===== src/rtl/uart_8250_rx_if.sv =====
// rtl/uart_8250_rx_if.sv - received-character handshake between the UART receiver and its consumer
//
// Purpose: bundles the character output register, its error flags, the
// valid/ready handshake and the overrun pulse.
// Ports (signals):
//   rx_data_o    8  received character, right-aligned, unused MSBs zero
//   rx_valid_o   1  rx_data_o and the error flags hold a character
//   rx_ready_i   1  consumer accepts the character
//   frame_err_o  1  stop bit sampled low
//   parity_err_o 1  parity bit mismatch
//   break_o      1  whole frame (data, parity, stop) sampled low
//   overrun_o    1  one-cycle pulse when a character is dropped
// Modports: master = receiver side, slave = consumer side.

interface uart_8250_rx_if;
  logic [7:0] rx_data_o;
  logic       rx_valid_o;
  logic       rx_ready_i;
  logic       frame_err_o;
  logic       parity_err_o;
  logic       break_o;
  logic       overrun_o;

  modport master (
    output rx_data_o, rx_valid_o, frame_err_o, parity_err_o, break_o, overrun_o,
    input  rx_ready_i
  );

  modport slave (
    input  rx_data_o, rx_valid_o, frame_err_o, parity_err_o, break_o, overrun_o,
    output rx_ready_i
  );
endinterface


===== src/rtl/uart_8250_rx.sv =====
// rtl/uart_8250_rx.sv - 8250-style UART receiver with oversampled start/data/parity/stop sampling
//
// Purpose: synchronizes the serial line, detects a start bit, samples each
// bit at mid-period using a divided sample tick, checks parity and stop,
// and hands the character to a consumer over a valid/ready handshake.
// Ports:
//   CLK_I      in   1  system clock
//   RST_I      in   1  asynchronous active-low reset
//   RX_I       in   1  serial line, idle high, asynchronous to CLK_I
//   divisor_i  in  16  sample-tick divisor (0 behaves as 1)
//   lcr_i      in   8  [1:0] word length 5..8, [3] parity en, [4] even, [5] stick
//   busy_o     out  1  receiver is not idle
//   rx_if      master modport: character, flags, valid/ready, overrun

module uart_8250_rx #(
  parameter int OVERSAMPLE = 16
) (
  input  logic        CLK_I,
  input  logic        RST_I,
  input  logic        RX_I,
  input  logic [15:0] divisor_i,
  input  logic [7:0]  lcr_i,
  output logic        busy_o,
  uart_8250_rx_if.master rx_if
);

  if ((OVERSAMPLE < 4) || ((OVERSAMPLE % 2) != 0)) begin : g_bad_oversample
    $error("OVERSAMPLE must be even and at least 4");
  end

  localparam int TW = $clog2(OVERSAMPLE);
  localparam logic [TW-1:0] HALF_M1 = TW'(OVERSAMPLE / 2 - 1);
  localparam logic [TW-1:0] FULL_M1 = TW'(OVERSAMPLE - 1);

  typedef enum logic [2:0] {
    ST_IDLE,
    ST_START,
    ST_DATA,
    ST_PARITY,
    ST_STOP
  } state_t;

  // Line synchronizer
  logic rx_meta;
  logic rx_s;

  always_ff @(posedge CLK_I or negedge RST_I) begin
    if (!RST_I) begin
      rx_meta <= 1'b1;
      rx_s    <= 1'b1;
    end else begin
      rx_meta <= RX_I;
      rx_s    <= rx_meta;
    end
  end

  state_t        state;
  logic [15:0]   div_q;
  logic [15:0]   div_cnt;
  logic [TW-1:0] tick_cnt;
  logic [2:0]    bit_cnt;
  logic [7:0]    shreg;
  logic [1:0]    wlen_q;
  logic          pen_q;
  logic          eps_q;
  logic          stick_q;
  logic          par_q;
  logic          par_err_q;
  // Cleared after a frame whose stop bit was low (break / held-low line);
  // the line must be seen high again before a new start is accepted.
  logic          armed;

  logic          tick;
  logic          sample_pt;
  logic          sample;
  logic [2:0]    last_bit;
  logic [7:0]    data_al;
  logic          par_exp;
  logic          brk_now;

  logic unused_lcr;
  assign unused_lcr = ^{lcr_i[7:6], lcr_i[2]};

  assign busy_o    = (state != ST_IDLE);
  assign tick      = (state != ST_IDLE) && (div_cnt == div_q - 16'd1);
  // The start bit is confirmed half a bit in; every later bit a full bit on.
  assign sample_pt = (state == ST_START) ? (tick_cnt == HALF_M1) : (tick_cnt == FULL_M1);
  assign sample    = tick && sample_pt;
  // Index of the last data bit is word length - 1 = 4 + lcr[1:0].
  assign last_bit  = {1'b1, wlen_q};

  // Bits enter at the MSB, so a short word ends up left-aligned in shreg.
  always_comb begin
    data_al = shreg;
    case (wlen_q)
      2'd0:    data_al = {3'b000, shreg[7:3]};
      2'd1:    data_al = {2'b00,  shreg[7:2]};
      2'd2:    data_al = {1'b0,   shreg[7:1]};
      default: data_al = shreg;
    endcase
  end

  assign par_exp = stick_q ? ~eps_q : (eps_q ? ^data_al : ~^data_al);
  assign brk_now = (data_al == 8'h00) && (!pen_q || !par_q) && !rx_s;

  always_ff @(posedge CLK_I or negedge RST_I) begin
    if (!RST_I) begin
      state              <= ST_IDLE;
      div_q              <= 16'd1;
      div_cnt            <= 16'd0;
      tick_cnt           <= '0;
      bit_cnt            <= 3'd0;
      shreg              <= 8'h00;
      wlen_q             <= 2'd0;
      pen_q              <= 1'b0;
      eps_q              <= 1'b0;
      stick_q            <= 1'b0;
      par_q              <= 1'b0;
      par_err_q          <= 1'b0;
      armed              <= 1'b0;
      rx_if.rx_data_o    <= 8'h00;
      rx_if.rx_valid_o   <= 1'b0;
      rx_if.frame_err_o  <= 1'b0;
      rx_if.parity_err_o <= 1'b0;
      rx_if.break_o      <= 1'b0;
      rx_if.overrun_o    <= 1'b0;
    end else begin
      rx_if.overrun_o <= 1'b0;
      if (rx_if.rx_valid_o && rx_if.rx_ready_i) begin
        rx_if.rx_valid_o <= 1'b0;
      end

      case (state)
        ST_IDLE: begin
          div_cnt  <= 16'd0;
          tick_cnt <= '0;
          bit_cnt  <= 3'd0;
          if (rx_s) begin
            armed <= 1'b1;
          end else if (armed) begin
            state     <= ST_START;
            div_q     <= (divisor_i == 16'd0) ? 16'd1 : divisor_i;
            wlen_q    <= lcr_i[1:0];
            pen_q     <= lcr_i[3];
            eps_q     <= lcr_i[4];
            stick_q   <= lcr_i[5];
            par_q     <= 1'b0;
            par_err_q <= 1'b0;
          end
        end

        default: begin
          if (tick) begin
            div_cnt  <= 16'd0;
            tick_cnt <= sample_pt ? '0 : tick_cnt + TW'(1);
          end else begin
            div_cnt  <= div_cnt + 16'd1;
          end

          if (sample) begin
            case (state)
              ST_START: begin
                state <= rx_s ? ST_IDLE : ST_DATA;
              end
              ST_DATA: begin
                shreg   <= {rx_s, shreg[7:1]};
                bit_cnt <= bit_cnt + 3'd1;
                if (bit_cnt == last_bit) begin
                  state <= pen_q ? ST_PARITY : ST_STOP;
                end
              end
              ST_PARITY: begin
                par_q     <= rx_s;
                par_err_q <= (rx_s != par_exp);
                state     <= ST_STOP;
              end
              ST_STOP: begin
                state <= ST_IDLE;
                if (!rx_s) begin
                  armed <= 1'b0;
                end
                if (!rx_if.rx_valid_o || rx_if.rx_ready_i) begin
                  rx_if.rx_data_o    <= data_al;
                  rx_if.rx_valid_o   <= 1'b1;
                  rx_if.frame_err_o  <= !rx_s;
                  rx_if.parity_err_o <= pen_q && par_err_q;
                  rx_if.break_o      <= brk_now;
                end else begin
                  rx_if.overrun_o <= 1'b1;
                end
              end
              default: ;
            endcase
          end
        end
      endcase
    end
  end

endmodule


===== src/flat_wrapper.sv =====
// flat-port wrapper written by rule: the top's interface ports become plain ports
module uart_8250_rx_flat 
#(
  parameter int OVERSAMPLE = 16
)
  (CLK_I, RST_I, RX_I, divisor_i, lcr_i, busy_o, rx_if_rx_data_o, rx_if_rx_valid_o, rx_if_frame_err_o, rx_if_parity_err_o, rx_if_break_o, rx_if_overrun_o, rx_if_rx_ready_i);
  uart_8250_rx_if rx_if_i ();
  input  logic CLK_I;
  input  logic RST_I;
  input  logic RX_I;
  input  logic [15:0] divisor_i;
  input  logic [7:0] lcr_i;
  output logic busy_o;
  output wire logic [$bits(rx_if_i.rx_data_o)-1:0] rx_if_rx_data_o;
  output wire logic [$bits(rx_if_i.rx_valid_o)-1:0] rx_if_rx_valid_o;
  output wire logic [$bits(rx_if_i.frame_err_o)-1:0] rx_if_frame_err_o;
  output wire logic [$bits(rx_if_i.parity_err_o)-1:0] rx_if_parity_err_o;
  output wire logic [$bits(rx_if_i.break_o)-1:0] rx_if_break_o;
  output wire logic [$bits(rx_if_i.overrun_o)-1:0] rx_if_overrun_o;
  input wire logic [$bits(rx_if_i.rx_ready_i)-1:0] rx_if_rx_ready_i;
  assign rx_if_rx_data_o = rx_if_i.rx_data_o;
  assign rx_if_rx_valid_o = rx_if_i.rx_valid_o;
  assign rx_if_frame_err_o = rx_if_i.frame_err_o;
  assign rx_if_parity_err_o = rx_if_i.parity_err_o;
  assign rx_if_break_o = rx_if_i.break_o;
  assign rx_if_overrun_o = rx_if_i.overrun_o;
  assign rx_if_i.rx_ready_i = rx_if_rx_ready_i;
  uart_8250_rx #(.OVERSAMPLE(OVERSAMPLE)) u_core (.CLK_I(CLK_I), .RST_I(RST_I), .RX_I(RX_I), .divisor_i(divisor_i), .lcr_i(lcr_i), .busy_o(busy_o), .rx_if(rx_if_i));
endmodule

===== config.mk =====
export PLATFORM = sky130hd
export DESIGN_NAME = uart_8250_rx_flat
export DESIGN_NICKNAME = d
export VERILOG_FILES = /design/src/rtl/uart_8250_rx_if.sv /design/src/rtl/uart_8250_rx.sv /design/src/flat_wrapper.sv
export SDC_FILE = /design/constraint.sdc
export NUM_CORES = 1
export LEC_CHECK = 0
export BUFFER_PORTS_ARGS = -buffer_cell sky130_fd_sc_hd__buf_2
export CAP_MARGIN = 20
export CORE_MARGIN = 4
export CORE_UTILIZATION = 55
export CTS_CLUSTER_SIZE = 10
export DETAILED_ROUTE_END_ITERATION = 8
export PLACE_DENSITY = 0.74
export SKIP_CTS_REPAIR_TIMING = 1
export SYNTH_ARGS = -nofsm -noshare
export SYNTH_HDL_FRONTEND = slang
export SYNTH_SLANG_ARGS = --single-unit

===== constraint.sdc =====
create_clock -name CLK_I -period 3.65 [get_ports CLK_I]
set_input_delay 0.5475 -clock CLK_I [delete_from_list [all_inputs] [get_ports CLK_I]]
set_output_delay 0.5475 -clock CLK_I [all_outputs]
set_load 0.01 [all_outputs]

## Word level (Yosys, flattened, before mapping)

Cells that the tools add are included.

| cells by class | value |
|---|---|
| reductions and logical operators | 32 |
| mux-type cells | 43 |
| bitwise operators | 3 |
| shift operators | 0 |
| $mul | 0 |
| add/subtract/negate cells | 4 |
| magnitude comparators | 0 |
| divide/modulo/power cells | 0 |
| eq/ne operators | 16 |

Operators by type and width:

| cell | count |
|---|---|
| 16-bit 2-to-1 mux | 3 |
| 3-bit 2-to-1 mux | 9 |
| 1-bit 2-to-1 mux | 25 |
| 8-bit case mux with 3 select lines | 1 |
| 16-bit by 1-bit adder with 16-bit output, second input constant | 1 |
| 16-bit == test | 1 |
| 16-bit zero test | 1 |
| 16-bit by 1-bit subtractor with 16-bit output, second input constant | 1 |
| 4-bit 2-to-1 mux | 3 |
| 3-bit case mux with 4 select lines | 1 |
| 4-bit AND reduction | 3 |
| 2-bit nonzero test | 5 |
| 8-bit zero test | 1 |
| 8-bit XNOR reduction | 1 |
| 8-bit XOR reduction | 1 |
| 3-bit by 2-bit == test with 1-bit output, second input constant | 2 |
| 1-bit logical AND | 6 |
| 3-bit AND reduction | 2 |
| 5-bit AND reduction | 1 |
| 5-bit nonzero test | 1 |
| 4-bit by 1-bit adder with 4-bit output, second input constant | 1 |
| 4-bit by 3-bit == test with 1-bit output, second input constant | 1 |
| 4-bit == test, second input constant | 1 |
| 1-bit zero test | 4 |
| other kinds (17) | 22 |

| word-level totals | value |
|---|---|
| memories | 0 |
| bits of input ports | 28 |
| ROM bits | 0 |
| output and inout bits | 14 |
| bits in writable memories | 0 |
| bits in registers | 73 |
| bits in latches | 0 |

## Longest topological paths before layout

| logic depth | value |
|---|---|
| word-level depth | 9 |
| gate-level depth with buffers | 11 |
| depth with buffers taken out | 9 |

## Worst setup path after synthesis

No wires, ideal clock.

| path | value |
|---|---|
| kind | reg2reg |
| start point | reg u_core.div_q[4] |
| end point | reg u_core.state[1] |
| cell stages (with the launch flop) | 10 |
| setup slack | 0.392 ns |
| arrival time | 3.171 ns |
| cell sequence | dfrtp_1 buf_6 or4_1 buf_2 or2_1 o31a_1 a2111o_1 or4b_4 or4b_1 o211ai_1 |

| on the way | value |
|---|---|
| cells in the longest elaborated chain, start to end | 6 |

Ends and longest elaborated chain:

| element | RTL line | RTL |
|---|---|---|
| start: declaration | uart_8250_rx.sv:58 | `logic [15:0] div_q;` |
| start signal: assignment | uart_8250_rx.sv:142 | `div_q <= (divisor_i == 16'd0) ? 16'd1 : divisor_i;` |
| 16-bit by 1-bit subtractor with 16-bit output | uart_8250_rx.sv:85 | `assign tick = (state != ST_IDLE) && (div_cnt == div_q - 16'd1);` |
| 16-bit == test | uart_8250_rx.sv:85 |  |
| 1-bit logical AND | uart_8250_rx.sv:85 |  |
| 1-bit logical AND | uart_8250_rx.sv:88 | `assign sample = tick && sample_pt;` |
| 2-bit nonzero test (no source line) | - |  |
| 5-bit AND reduction (no source line) | - |  |
| end signal: assignment | uart_8250_rx.sv:163 | `state <= rx_s ? ST_IDLE : ST_DATA;` |
| end signal: assignment | uart_8250_rx.sv:169 | `state <= pen_q ? ST_PARITY : ST_STOP;` |
| end: declaration | uart_8250_rx.sv:57 | `state_t state;` |

Every way passes these cells.
A chain may end at the register's enable or synchronous reset.

## Final worst setup path

| path | value |
|---|---|
| start point | reg u_core.div_q[5] |
| end point | reg u_core.shreg[5] |

| on the way | value |
|---|---|
| cells in the longest elaborated chain, start to end | 5 |

Ends and longest elaborated chain:

| element | RTL line | RTL |
|---|---|---|
| 16-bit by 1-bit subtractor with 16-bit output | uart_8250_rx.sv:85 |  |
| 16-bit == test | uart_8250_rx.sv:85 |  |
| 1-bit logical AND | uart_8250_rx.sv:85 |  |
| 1-bit logical AND | uart_8250_rx.sv:88 |  |
| 3-bit AND reduction (no source line) | - |  |
| end signal: assignment | uart_8250_rx.sv:166 | `shreg <= {rx_s, shreg[7:1]};` |
| end: declaration | uart_8250_rx.sv:62 | `logic [7:0] shreg;` |

Every way passes these cells.

==> results.txt <==
----------------------------------------------------
[Setup path]
  Slowest cell on crit path ... sky130_fd_sc_hd__or4_1
  Cell mode on critical path ... sky130_fd_sc_hd__or4_1
  Biggest cell delay along the critical path ... 0.78 ns
  Startpoint type of the worst setup path ... register
  Category of the critical setup timing path ... reg2reg
  Data arrival, critical path ... 3.60 ns
  Endpoint class of the critical path ... register
  CP max FO ... 11
  Worst path cell trace ... or4_1, or2_1, o31a_1, a2111o_1, or4_1, mux2_2
  Data required time at the worst endpoint ... 3.89 ns

[CTS]
  Root Buffer Master ... sky130_fd_sc_hd__clkbuf_8
  Clock insertion delay at the later pin of the skew report ... 0.36 ns
  H-tree depth ... 3
  TritonCTS clock tree ... yes
  Clock-pin slew on the worst setup and hold paths ... 0.09 ns
  Number of buffers on the longest clock path ... 2
  Number of clock buffers inserted by TritonCTS ... 9
  # clock sinks ... 73

[Detailed routing]
  Average routed wire per standard cell ... 15.9 um
  DRT Wirelength ... 8.89 mm
  Total vias in the final route ... 3,192
  DR pass1 iterations ... 4
  Number of remaining DRC errors ... 0
  Count of antenna-violating nets left after detailed routing ... 0
  Mean number of vias per cell ... 5.71
  Iter 0 DRT Violations ... 176

[Synthesis]
  Average cell area after synthesis ... 10.2 um2
  Number of flops mapped to enable cells by yosys ... 0
  Mapped Area ... 4200 um2
  Synth Register Bits ... 73
  Number of cells produced by synthesis ... 414
  Main synth FF type ... sky130_fd_sc_hd__dfrtp_1
  Nets in the synthesized netlist ... 453
  Simple-gate share of the synthesized area ... 18.4%
  Post-Synth Adder-Cell Area ... 3.27%
  Xor-xnor portion of the synthesized cell area ... 8.96%
  Number of warnings printed during yosys synthesis ... 0
  Post-synthesis cell type count ... 55
  Share of synthesized registers carrying an async set or reset ... 100%
  Share of the yosys chip area belonging to registers ... 43.6%
  Multiplexer area fraction after synthesis ... 13.5%
  Area fraction in compound gates after synthesis ... 8.54%
  Dominant combinational cell family by area after synthesis ... simple AND/OR/NAND/NOR gates

[STA]
  Worst clock skew ... 0.0116 ns
  Maximum achievable frequency ... 297 MHz
  Number of failing hold endpoints at the final stage ... 0
  Setup repair after global routing missed its margin ... false
  TNS Setup ... 0 ns
  Post-route fraction of the period consumed by the critical path ... 92.2%
  Rel. slew slack ... 40.1%
  Count of endpoints failing setup in the final report ... 0
  Slew at the pin with the worst max-slew slack ... 0.899 ns
  Worst slack on hold paths ... 0.278 ns
  Final min period ... 3.36 ns
  Final number of max-transition violations ... 0

[Place]
  Routability-driven placement congestion ratio ... 0.897
  Buffers added on ports ... 38
  DP HPWL ... 6.38 mm

[Floorplan]
  Effective utilization at floorplan ... 57.3%
  Count of standard-cell rows ... 31
  Die W ... 95.4 um
  Core area ... 7330 um2
  Die boundary height ... 95.4 um
  Floorplan die area ... 9100 um2
  Ports ... 42

[Power]
  Power density over the cells ... 613 nW/um2
  Static leakage ... 2.21 nW
  Maximum resistive drop on vdd ... 0.000383 V

[GRT]
  Antenna violations before repair ... 0
  Global-route wire length before repair ... 15.2 mm
  Via count of the first global-routing pass ... 3,177
  Largest net degree at the start of global routing ... 74
  Global-route total usage across every layer ... 21.5%
  GR Overflow Total ... 0

[Final layout]
  Area Overhead vs Synth ... 12.6%
  Ant diodes ... 0
  Most common library cell in the layout ignoring fill and taps ... sky130_fd_sc_hd__dfrtp_1
  Nets ... 494
  Fraction of final layout cells sized beyond drive strength 1 ... 25.2%
  Commonest cells after routing, fill and taps aside ... 70 x sky130_fd_sc_hd__dfrtp_1, 38 x sky130_fd_sc_hd__buf_2, 36 x sky130_fd_sc_hd__mux2_2

[Run]
  Max-cap violations ... 0

[Min path]
  Min-delay worst type ... in2reg

[Outcome]
  Result of the run ... complete, no violations

----------------------------------------------------
-- kinds of logic (layout without fill, tap and decap cells) --
| group | after synthesis | in the layout |
|---|---|---|
| compound gates | 54 | 54 |
| xor+xnor | 43 | 43 |
| fa+ha+maj | 11 | 11 |
| mux | 52 | 52 |
| simple gates | 142 | 142 |
| buf+inv | 39 | 85 |
| flops | 73 | 73 |
-- sequential cells by signal (all words and copies together) (netlist names), 2 cells and up --
| signal | cells |
|---|---|
| u_core.wlen_q | 2 |
| u_core.state | 3 |
| u_core.div_cnt | 16 |
| u_core.div_q | 16 |
| u_core.shreg | 8 |
| u_core.bit_cnt | 3 |
| u_core.tick_cnt | 4 |
| u_core.rx_if.rx_data_o | 8 |
-- final cells by class --
type | count | area (um2)
Inverter | 19 | 71.3
Clock buffer | 10 | 138
Multi-Input combinational cell | 302 | 2220
Fill cell | 585 | 2600
Tap cell | 99 | 124
Sequential cell | 73 | 1830
Clock inverter | 6 | 72.6
Timing Repair Buffer | 50 | 280
-- stage by stage --
| step | utilization (%) | area, um2 | total power, mW | std cells | worst slack (ns) |
|---|---|---|---|---|---|
| 6_report | 64.6 | 4730 | 2.90 | 559 | 0.286 |
| 4_1_cts | 64.5 | 4730 | 2.90 | 559 | 0.177 |
| 5_1_grt | 64.6 | 4730 | 3.11 | 559 | 0.137 |
| 3_3_place_gp | 61.6 | 4520 | 2.18 | 543 | 0.297 |
| 3_5_place_dp | 61.6 | 4520 | 2.22 | 543 | 0.219 |
| 2_1_floorplan | - | 4200 | 1.97 | 414 | 0.392 |
-- cells in the mapped netlist, drive strengths merged (3+ instances only) --
cell,instances,area (um2)
nor4,12,90.1
xor2,18,158
dfstp,3,78.8
nand2,26,97.6
ha,11,138
nor3b,4,30.0
o21ai,13,65.1
mux2i,16,160
or3,3,18.8
nand4,3,18.8
or4,6,45.0
nor3,6,30.0
and3,9,56.3
nand2b,6,37.5
or2,3,18.8
a31oi,3,18.8
dfrtp,70,1750
a2111oi,3,26.3
nor4b,3,26.3
nand3,19,95.1
buf,7,41.3
nor2,33,124
a31o,5,43.8
clkbuf,13,48.8
a21oi,13,65.1
mux2,36,405
o211ai,4,30.0
xnor2,25,219
inv,18,67.6
-- critical path, delay by kind of cell (launching register included) --
family,cells,cell delay (ns)
flops,1,0.44
simple gates,3,1.75
mux,1,0.37
compound gates,2,0.69
-- layer usage --
| layer | vias up | track usage [%] | routed length (um) |
|---|---|---|---|
| li1 | 1555 | - | - |
| met1 | 1560 | 30.0 | 4240 |
| met2 | 65 | 33.7 | 4160 |
| met3 | 12 | 3.39 | 378 |
| met4 | 0 | 8.29 | 108 |
| met5 | - | 0 | 0 |
-- path summary, 6_finish.rpt --
kind | from | to | slack (ns) | cells after the start
max | u_core.div_q[5]$_DFFE_PN0P_ | u_core.shreg[5]$_DFFE_PN0P_ | 0.29 | 6
min | RX_I | u_core.rx_meta$_DFF_PN1_ | 0.28 | 1
max reg2reg | u_core.div_q[5]$_DFFE_PN0P_ | u_core.shreg[5]$_DFFE_PN0P_ | 0.29 | 6
min reg2reg | u_core.rx_meta$_DFF_PN1_ | u_core.rx_s$_DFF_PN1_ | 0.37 | 0
max in group asynchronous | RST_I | u_core.shreg[6]$_DFFE_PN0P_ | 2.67 | 2
min in group asynchronous | RST_I | u_core.div_cnt[2]$_DFF_PN0_ | 0.40 | 2
-- where the power goes --
part | total (mW) | internal, mW | switching, mW
clock | 0.669 | 0.343 | 0.326
combinational | 0.983 | 0.486 | 0.498
sequential | 1.25 | 0.978 | 0.269
Power figures use the tool's default switching activity.
